==> src/rtl/if_id_stage_pkg.sv <==
// Shared definitions for the IF/ID pipeline register: widths, MIPS opcode
// constants used by hazard detection, and the stage FSM encoding.
package if_id_stage_pkg;

  localparam int unsigned ISA_WIDTH = 32;
  localparam int unsigned CNT_WIDTH = 16;
  localparam int unsigned REG_W     = 5;
  localparam int unsigned OP_W      = 6;

  localparam logic [OP_W-1:0] OP_RTYPE = 6'h00;
  localparam logic [OP_W-1:0] OP_J     = 6'h02;
  localparam logic [OP_W-1:0] OP_JAL   = 6'h03;
  localparam logic [OP_W-1:0] OP_BEQ   = 6'h04;
  localparam logic [OP_W-1:0] OP_BNE   = 6'h05;
  localparam logic [OP_W-1:0] OP_SW    = 6'h2B;

  // RUN: normal operation; HAZ: one-cycle load-use hold already taken
  typedef enum logic {
    ST_RUN = 1'b0,
    ST_HAZ = 1'b1
  } if_id_state_e;

endpackage

==> src/rtl/if_id_stage_hazard_detect.sv <==
// Load-use hazard detector for the instruction sitting in ID.
// Ports:
//   instr_hi    - bits [31:16] of the registered ID instruction (op, rs, rt)
//   id_valid    - ID instruction is real
//   ex_mem_read - instruction in EX is a load
//   ex_rt       - load destination register in EX
//   hazard      - ID reads the register the EX load is about to write
module if_id_stage_hazard_detect
  import if_id_stage_pkg::*;
(
  input  logic [15:0]      instr_hi,
  input  logic             id_valid,
  input  logic             ex_mem_read,
  input  logic [REG_W-1:0] ex_rt,
  output logic             hazard
);

  logic [OP_W-1:0]  op;
  logic [REG_W-1:0] rs;
  logic [REG_W-1:0] rt;
  logic             uses_rs;
  logic             uses_rt;

  assign op = instr_hi[15:10];
  assign rs = instr_hi[9:5];
  assign rt = instr_hi[4:0];

  // j/jal read no register; rt is a source only for R-type, branches and sw
  assign uses_rs = (op != OP_J) && (op != OP_JAL);
  assign uses_rt = (op == OP_RTYPE) || (op == OP_BEQ) || (op == OP_BNE) || (op == OP_SW);

  // $0 is never really written, so a load to it cannot create a dependence
  assign hazard = id_valid && ex_mem_read && (ex_rt != '0) &&
                  ((uses_rs && (ex_rt == rs)) || (uses_rt && (ex_rt == rt)));

endmodule

==> src/rtl/if_id_stage.sv <==
// IF/ID pipeline register for the MIPS core. Loads the fetched word and PC+4,
// holds on load-use hazards (one cycle) and external stalls, squashes on
// redirects, and keeps saturating stall/flush counters for debug.
// Ports:
//   clock, reset                  - rising-edge clock, synchronous active-high reset
//   if_instruction, if_pc_plus4   - fetch outputs
//   stall_in                      - external freeze request
//   flush                         - branch/jump/jr redirect this cycle
//   ex_mem_read, ex_rt            - load in EX and its destination
//   id_instruction, id_pc_plus4   - registered values to decode
//   id_valid, id_no_op            - ID slot holds a real instruction / a bubble
//   pc_hold, ex_bubble            - combinational controls to fetch and ID/EX
//   stall_count, flush_count      - saturating debug counters
module if_id_stage #(
  parameter int unsigned ISA_WIDTH = if_id_stage_pkg::ISA_WIDTH,
  parameter int unsigned CNT_WIDTH = if_id_stage_pkg::CNT_WIDTH,
  parameter logic [ISA_WIDTH-1:0] NOP_WORD = '0
) (
  input  logic                 clock,
  input  logic                 reset,
  input  logic [ISA_WIDTH-1:0] if_instruction,
  input  logic [ISA_WIDTH-1:0] if_pc_plus4,
  input  logic                 stall_in,
  input  logic                 flush,
  input  logic                 ex_mem_read,
  input  logic [4:0]           ex_rt,
  output logic [ISA_WIDTH-1:0] id_instruction,
  output logic [ISA_WIDTH-1:0] id_pc_plus4,
  output logic                 id_valid,
  output logic                 id_no_op,
  output logic                 pc_hold,
  output logic                 ex_bubble,
  output logic [CNT_WIDTH-1:0] stall_count,
  output logic [CNT_WIDTH-1:0] flush_count
);

  import if_id_stage_pkg::*;

  if_id_state_e state;
  logic         hazard;
  logic         hazard_run;

  if_id_stage_hazard_detect u_hazard_detect (
    .instr_hi    (id_instruction[31:16]),
    .id_valid    (id_valid),
    .ex_mem_read (ex_mem_read),
    .ex_rt       (ex_rt),
    .hazard      (hazard)
  );

  // A hazard is acted on only in RUN; in HAZ the load has already moved to MEM
  assign hazard_run = hazard && (state == ST_RUN);

  // Flush wins so the redirect proceeds; a hazard also bubbles EX
  assign pc_hold   = !flush && (hazard_run || stall_in);
  assign ex_bubble = !flush && hazard_run;
  assign id_no_op  = ~id_valid;

  // Stage register, FSM and counters
  always_ff @(posedge clock) begin
    if (reset) begin
      state          <= ST_RUN;
      id_instruction <= NOP_WORD;
      id_pc_plus4    <= '0;
      id_valid       <= 1'b0;
      stall_count    <= '0;
      flush_count    <= '0;
    end else begin
      if (flush) begin
        state          <= ST_RUN;
        id_instruction <= NOP_WORD;
        id_pc_plus4    <= if_pc_plus4;
        id_valid       <= 1'b0;
        if (flush_count != '1) flush_count <= flush_count + CNT_WIDTH'(1);
      end else if (hazard_run) begin
        state <= ST_HAZ;
        if (stall_count != '1) stall_count <= stall_count + CNT_WIDTH'(1);
      end else begin
        state <= ST_RUN;
        if (!stall_in) begin
          id_instruction <= if_instruction;
          id_pc_plus4    <= if_pc_plus4;
          id_valid       <= 1'b1;
        end
      end
    end
  end

endmodule

==> config.mk <==
export PLATFORM = sky130hd
export DESIGN_NAME = if_id_stage
export DESIGN_NICKNAME = d
export VERILOG_FILES = /design/src/rtl/if_id_stage_pkg.sv /design/src/rtl/if_id_stage_hazard_detect.sv /design/src/rtl/if_id_stage.sv
export SDC_FILE = /design/constraint.sdc
export NUM_CORES = 1
export LEC_CHECK = 0
export BUFFER_PORTS_ARGS = -buffer_cell sky130_fd_sc_hd__buf_2
export CAP_MARGIN = 5
export CORE_MARGIN = 3
export CORE_UTILIZATION = 51
export CTS_CLUSTER_DIAMETER = 200
export DETAILED_ROUTE_END_ITERATION = 7
export PLACE_DENSITY = 0.86
export SYNTH_ARGS = -nofsm -noshare
export SYNTH_HDL_FRONTEND = slang
export SYNTH_SLANG_ARGS = --single-unit
==> constraint.sdc <==
create_clock -name clock -period 5.3 [get_ports clock]
set_input_delay 0.265 -clock clock [delete_from_list [all_inputs] [get_ports clock]]
set_output_delay 0.265 -clock clock [all_outputs]
set_load 0.02 [all_outputs]
# [Word-level counts from Yosys, hierarchy flattened]
# Index checks and enable logic that the tools add are counted.
[op_classes] n_addsub=2 multipliers=0 n_div=0 order_cmp=0 eq_ne=11 shifts=0 mux=4 bitwise_logic=5 n_reduce_logical=22
[ops] operator="32-bit two-way mux" n=3
[ops] operator="16-bit by 1-bit adder with 16-bit output, second input constant" n=2
[ops] operator="16-bit inequality test, second input constant" n=2
[ops] operator="6-bit by 3-bit == test with 1-bit output, second input constant" n=2
[ops] operator="6-bit by 2-bit inequality test with 1-bit output, second input constant" n=2
[ops] operator="5-bit == test" n=2
[ops] operator="1-bit logical AND" n=9
[ops] operator="6-bit == test, second input constant" n=1
[ops] operator="6-bit logical NOT" n=1
[ops] operator="2-bit AND reduction" n=3
[ops] operator="1-bit logical OR" n=5
[ops] operator="1-bit NOT" n=5
[ops] operator="5-bit nonzero test" n=1
[ops] operator="3-bit AND reduction" n=1
[ops] operator="2-bit by 1-bit inequality test with 1-bit output, second input constant" n=1
[ops] operator="2-bit inequality test, second input constant" n=1
[ops] operator="2-bit OR reduction" n=1
[ops] operator="1-bit logical NOT" n=1
[ops] operator="1-bit two-way mux" n=1
[word_totals] regBits=98 latchBits=0 ramBits=0 romBits=0 inputBits=74 out_inout_bits=100 wordCells=50 mem_count=0

# [Depth between registers and ports, before layout]
[logic_depth] depth_word=10 ltp_mapped=8 mapped_depth_nobuf=7

# [Modules after synthesis]
# From an unflattened synthesis, not the netlist that was laid out.
[hier_totals] cells_unflattened=506 hier_area_um2=4119.0
[modules_own_cells] module="if_id_stage" n_inst=1 cells_per_inst=483 area_each_um2=3945.0 seq_area_each_um2=1961.9
[modules_own_cells] module="if_id_stage_hazard_detect" n_inst=1 cells_per_inst=23 area_each_um2=173.9 seq_area_each_um2=0.0

# [Least setup slack after synthesis]
# No wires, ideal clock.
[synth_timing] path_type="reg2reg" startpoint="reg id_instruction[29]" endpoint="reg id_pc_plus4[0]" setup_time_ns=0.128 arrival_time_ns=2.379 required_time_ns=5.172 setup_slack_ns=2.793 path_stages_with_launch=9 path_buffers=2 period_less_slack_ns=2.507 cell_sequence="dfxtp_1 > and4b_1 > a22oi_1 > or4_1 > buf_2 > a311oi_4 > buf_6 > mux2i_1 > nor2_1"
[synth_via] elab_chain_cells=10 word_cells_on_any_way=17 cone_classes="eq/ne (6); reduce/logical (11)"
[synth_lines] item="start, declared" line="if_id_stage.sv:27" source="output logic [ISA_WIDTH-1:0] id_instruction,"
[synth_lines] item="start signal, assigned" line="if_id_stage.sv:81" source="id_instruction <= if_instruction;"
[synth_lines] item="6-bit by 3-bit == test with 1-bit output / 6-bit logical NOT (equally long branches)" line="if_id_stage_hazard_detect.sv:30" source="assign uses_rt = (op == OP_RTYPE) || (op == OP_BEQ) || (op == OP_BNE) || (op == OP_SW);"
[synth_lines] item="1-bit logical OR (3 in a row)" line="if_id_stage_hazard_detect.sv:30"
[synth_lines] item="1-bit logical AND" line="if_id_stage_hazard_detect.sv:34" source="((uses_rs && (ex_rt == rs)) || (uses_rt && (ex_rt == rt)));"
[synth_lines] item="1-bit logical OR *" line="if_id_stage_hazard_detect.sv:34"
[synth_lines] item="1-bit logical AND *" line="if_id_stage_hazard_detect.sv:33" source="assign hazard = id_valid && ex_mem_read && (ex_rt != '0) &&"
[synth_lines] item="1-bit logical AND *" line="if_id_stage.sv:52" source="assign hazard_run = hazard && (state == ST_RUN);"
[synth_lines] item="2-bit inequality test (no source line) *"
[synth_lines] item="2-bit AND reduction (no source line) *"
[synth_lines] item="end signal, assigned" line="if_id_stage.sv:72" source="id_pc_plus4 <= if_pc_plus4;"
[synth_lines] item="end signal, assigned" line="if_id_stage.sv:82" source="id_pc_plus4 <= if_pc_plus4;"
[synth_lines] item="end, declared" line="if_id_stage.sv:28" source="output logic [ISA_WIDTH-1:0] id_pc_plus4,"
# Mark *: on every way between the ends. The rest lies on a longest branch, timed or not.
# A chain may end at the register's enable or synchronous reset.

# [Worst setup path in the final report]
[layout_timing] startpoint="reg id_instruction[31]" endpoint="out pc_hold"
[layout_via] elab_chain_cells=10 word_cells_on_any_way=17 cone_classes="eq/ne (5); reduce/logical (12)"
[layout_lines] item="6-bit by 3-bit == test with 1-bit output / 6-bit logical NOT (equally long branches)" line="if_id_stage_hazard_detect.sv:30"
[layout_lines] item="1-bit logical OR (3 in a row)" line="if_id_stage_hazard_detect.sv:30"
[layout_lines] item="1-bit logical AND" line="if_id_stage_hazard_detect.sv:34"
[layout_lines] item="1-bit logical OR *" line="if_id_stage_hazard_detect.sv:34"
[layout_lines] item="1-bit logical AND *" line="if_id_stage_hazard_detect.sv:33"
[layout_lines] item="1-bit logical AND *" line="if_id_stage.sv:52"
[layout_lines] item="1-bit logical OR *" line="if_id_stage.sv:55" source="assign pc_hold = !flush && (hazard_run || stall_in);"
[layout_lines] item="1-bit logical AND *" line="if_id_stage.sv:55"
[layout_lines] item="end, declared" line="if_id_stage.sv:31" source="output logic pc_hold,"
# Marks and branches as above.

==> impl_results.md <==
* Hold path depth at 2
* Critical path fanouts, max at 33
* DR WL/cell at 14.2 um
* Main synth FF type: dfxtp_1
* Setup Buffers After CTS at 0
* GRT overflow at 0
* Die Area at 0.00898 mm2
* Slew headroom at 44.9%
* Synth top area share at 48.8%
* Clk slew on worst S/H paths at 0.09 ns
* Worst-margin pin slew at 0.824 ns
* Layout cells sized above 1 at 32.7%
* Cells after Synth at 419
* Starting density of the core at 54.0%
* Core Area at 0.00745 mm2
* P_sw at 373 uW
* Max VDD drop at 0.000217 V
* Skew final at 0.00866 ns
* Final hold violations at 0
* Yosys reg bits at 98
* R2R cell count at 7
* CTS Sinks at 98
* Antenna Cells at 0
* Clk pwr share at 34.5%
* Synth Cell Area at 0.00402 mm2
* PD cells at 289 mW/mm2
* Area occupied by multi-input gates at 0.00194 mm2
* Synth top cells by count: 98 x dfxtp_1, 85 x nor2_1, 65 x mux2i_1, 18 x a21oi_1, 18 x nand2_1
* R2r setup slk at 2.54 ns
* DR vias at 3647
* Post-synthesis sequential area ratio at 48.8%
* Detailed-placement wirelength estimate at 7.52 mm
* Maxcap violations at 0
* Final slew viol count at 0
* Power consumption at 1.48 mW
* Root buf cell: clkbuf_8
* Setup TNS at 0 ns
* Worst reg2reg path startpoint: id_instruction[31]$_SDFFE_PP0P_
* DRT Wirelength at 9.81 mm
* Syn nets at 495
* IO buf count at 173
* Final core utilization at 69.0%
* Switching part of the total at 25.1%
* Clk buf depth at 2
* Num ports at 174
* Post-cts sizing count at 0
* CTS tree: done
* Worst-Skew Late Latency at 0.35 ns
* Async SR Flop Fraction at 0%
* Worst min path class: in -> reg
* H-Tree Depth at 3
* Area Overhead vs Synth at 27.8%
* Distinct cell type count after synthesis at 40
* DRT Pass-1 Iters at 4
* Crit Path Category: reg -> out
* Antenna violations before repair at 0
* Crit path DAT at 2.90 ns
* Starting DRT DRC Count at 87
* Type of origin of the critical path: register
* FMAX at 316 MHz
* CTS Buf Count at 9
* Synth Warn # at 0
* Data required, critical path at 5.04 ns
* Main area contributors after synthesis: dfxtp_1 49%, mux2i_1 16%, nor2_1 7.9%
* Worst Setup End Kind: output pin
* Synth Area per Inst at 9.59 um2
* Gpl congestion at 0.848
* Largest net degree at the start of global routing at 67
* Storage element area at 0.00196 mm2
* RSZ-0062 raised after global routing: false
* Final setup viols at 0
* Flop pwr share at 52.7%
* Reg-to-reg endpoint: id_pc_plus4[11]$_SDFFE_PP0P_
* EDFF count, synth at 0
* Die outline height at 94.8 um
* Combinational group share of total power at 12.8%
* Leak at 2.35 nW
* Vias/cell at 5.29
* Row cnt at 31
* Critical Path Start: id_instruction[31]$_SDFFE_PP0P_
* # nets final at 661
* Die width at 94.8 um
* DRC Markers at 0
* Fillers at 596
* # hold bufs at CTS at 0
* Count leader, synth: dfxtp_1
* Post-layout min period at 3.16 ns
* P_int at 1.11 mW
* Number of global-route vias before repair at 3626
* Yosys top cell by area: dfxtp_1
* Final period util at 59.6%
* Global-route wire length before repair at 16.0 mm
* Post-DRT Antenna Nets at 0
* Setup crit end: pc_hold
* Total GRT Usage at 22.1%
* Status: completed
==> critical path: stages (launching register included) <==
cell and delay (ns):
dfxtp_1 0.41, and4b_1 0.22, a22oi_1 0.10, or4_1 0.69
a311oi_4 0.33, buf_4 0.48, buf_2 0.27
==> metal layers <==
metal  wire length [um]  vias to the layer above  global-route usage, %
met5                  0                        -                      0
met4                104                        0                   6.97
met3                856                       13                   6.77
met2               5030                      129                   41.2
met1               3810                     1710                   23.7
li1                   -                     1795                      -
==> power by group through the flow <==
stage | sequential [mW] | combinational (mW) | clock [mW]
2_1_floorplan | 0.832 | 0.0846 | 0
3_3_place_gp | 0.797 | 0.184 | 0
6_report | 0.782 | 0.190 | 0.513
5_1_grt | 0.786 | 0.206 | 0.553
3_5_place_dp | 0.799 | 0.191 | 0
4_1_cts | 0.782 | 0.191 | 0.524
==> registers in the layout (all words and copies together), names as in the netlist <==
name            count
state               1
flush_count        16
id_pc_plus4        32
stall_count        16
id_valid            1
id_instruction     32
==> cell families (layout without fill, tap and decap cells) <==
group / after synthesis / after routing / share of synthesized area (%)
and+or+nand+nor: 160 / 160 / 18.8
adders and majority gates: 2 / 2 / 0.623
AOI/OAI and AO/OA: 45 / 45 / 7.10
DFF: 98 / 98 / 48.8
muxes: 65 / 65 / 16.2
xor gates and xnor gates: 24 / 24 / 5.23
buffers and inverters: 25 / 196 / 3.21
==> worst min-delay path by stage <==
stage	to	slack, ns	from
final	id_valid$_SDFFE_PP0P_	0.11	stall_in
after global routing	id_valid$_SDFFE_PP0P_	0.11	stall_in
after CTS	id_valid$_SDFFE_PP0P_	0.1	stall_in
after detailed placement	id_valid$_SDFFE_PP0P_	0.48	stall_in
after global placement	id_valid$_SDFFE_PP0P_	0.46	stall_in
after floorplan	id_valid$_SDFFE_PP0P_	0.36	stall_in
==> layout by cell type, fill, tap and decap left out, drive strengths merged <==
cell type / Yosys / final
a311oi: 1 / 1
mux2i: 65 / 65
o211ai: 2 / 2
ha: 2 / 2
and2: 1 / 1
a31oi: 3 / 3
and4b: 1 / 1
or2: 1 / 1
o31a: 1 / 1
o21ai: 14 / 14
nor2b: 1 / 1
nand3: 10 / 10
clkinvlp: 0 / 1
a22oi: 1 / 1
nand4b: 3 / 3
or3: 9 / 9
or4: 3 / 3
a211oi: 2 / 2
and3: 7 / 7
nor2: 85 / 85
xnor2: 9 / 9
nand4: 7 / 7
nor4: 3 / 3
or3b: 1 / 1
bufinv: 0 / 2
clkbuf: 14 / 12
dfxtp: 98 / 98
inv: 4 / 4
a21oi: 18 / 18
nand2b: 1 / 1
buf: 7 / 176
nor4bb: 1 / 1
clkinv: 0 / 1
nor3: 4 / 4
nand2: 18 / 18
and4: 4 / 4
xor2: 15 / 15
a2111oi: 3 / 3
==> layout make-up <==
cell class                      count  area share, %
Clock buffer                       12           2.63
Clock inverter                      4           1.49
Inverter                            4          0.292
Multi-Input combinational cell    296           37.7
Sequential cell                    98           38.2
Tap cell                           99           2.41
Timing Repair Buffer              176           17.3
==> through the flow <==
| step | cells | setup slack, ns | hold slack [ns] | cell area (um2) |
|---|---|---|---|---|
| after CTS | 689 | 2.13 | 0.0988 | 5140 |
| after global placement | 673 | 2.61 | 0.465 | 4930 |
| final | 689 | 2.14 | 0.112 | 5140 |
| after detailed placement | 673 | 2.51 | 0.478 | 4930 |
| after floorplan | 419 | 2.79 | 0.361 | 4020 |
| after global routing | 689 | 1.99 | 0.108 | 5140 |
Note: power is estimated with default switching activity, not from simulation.
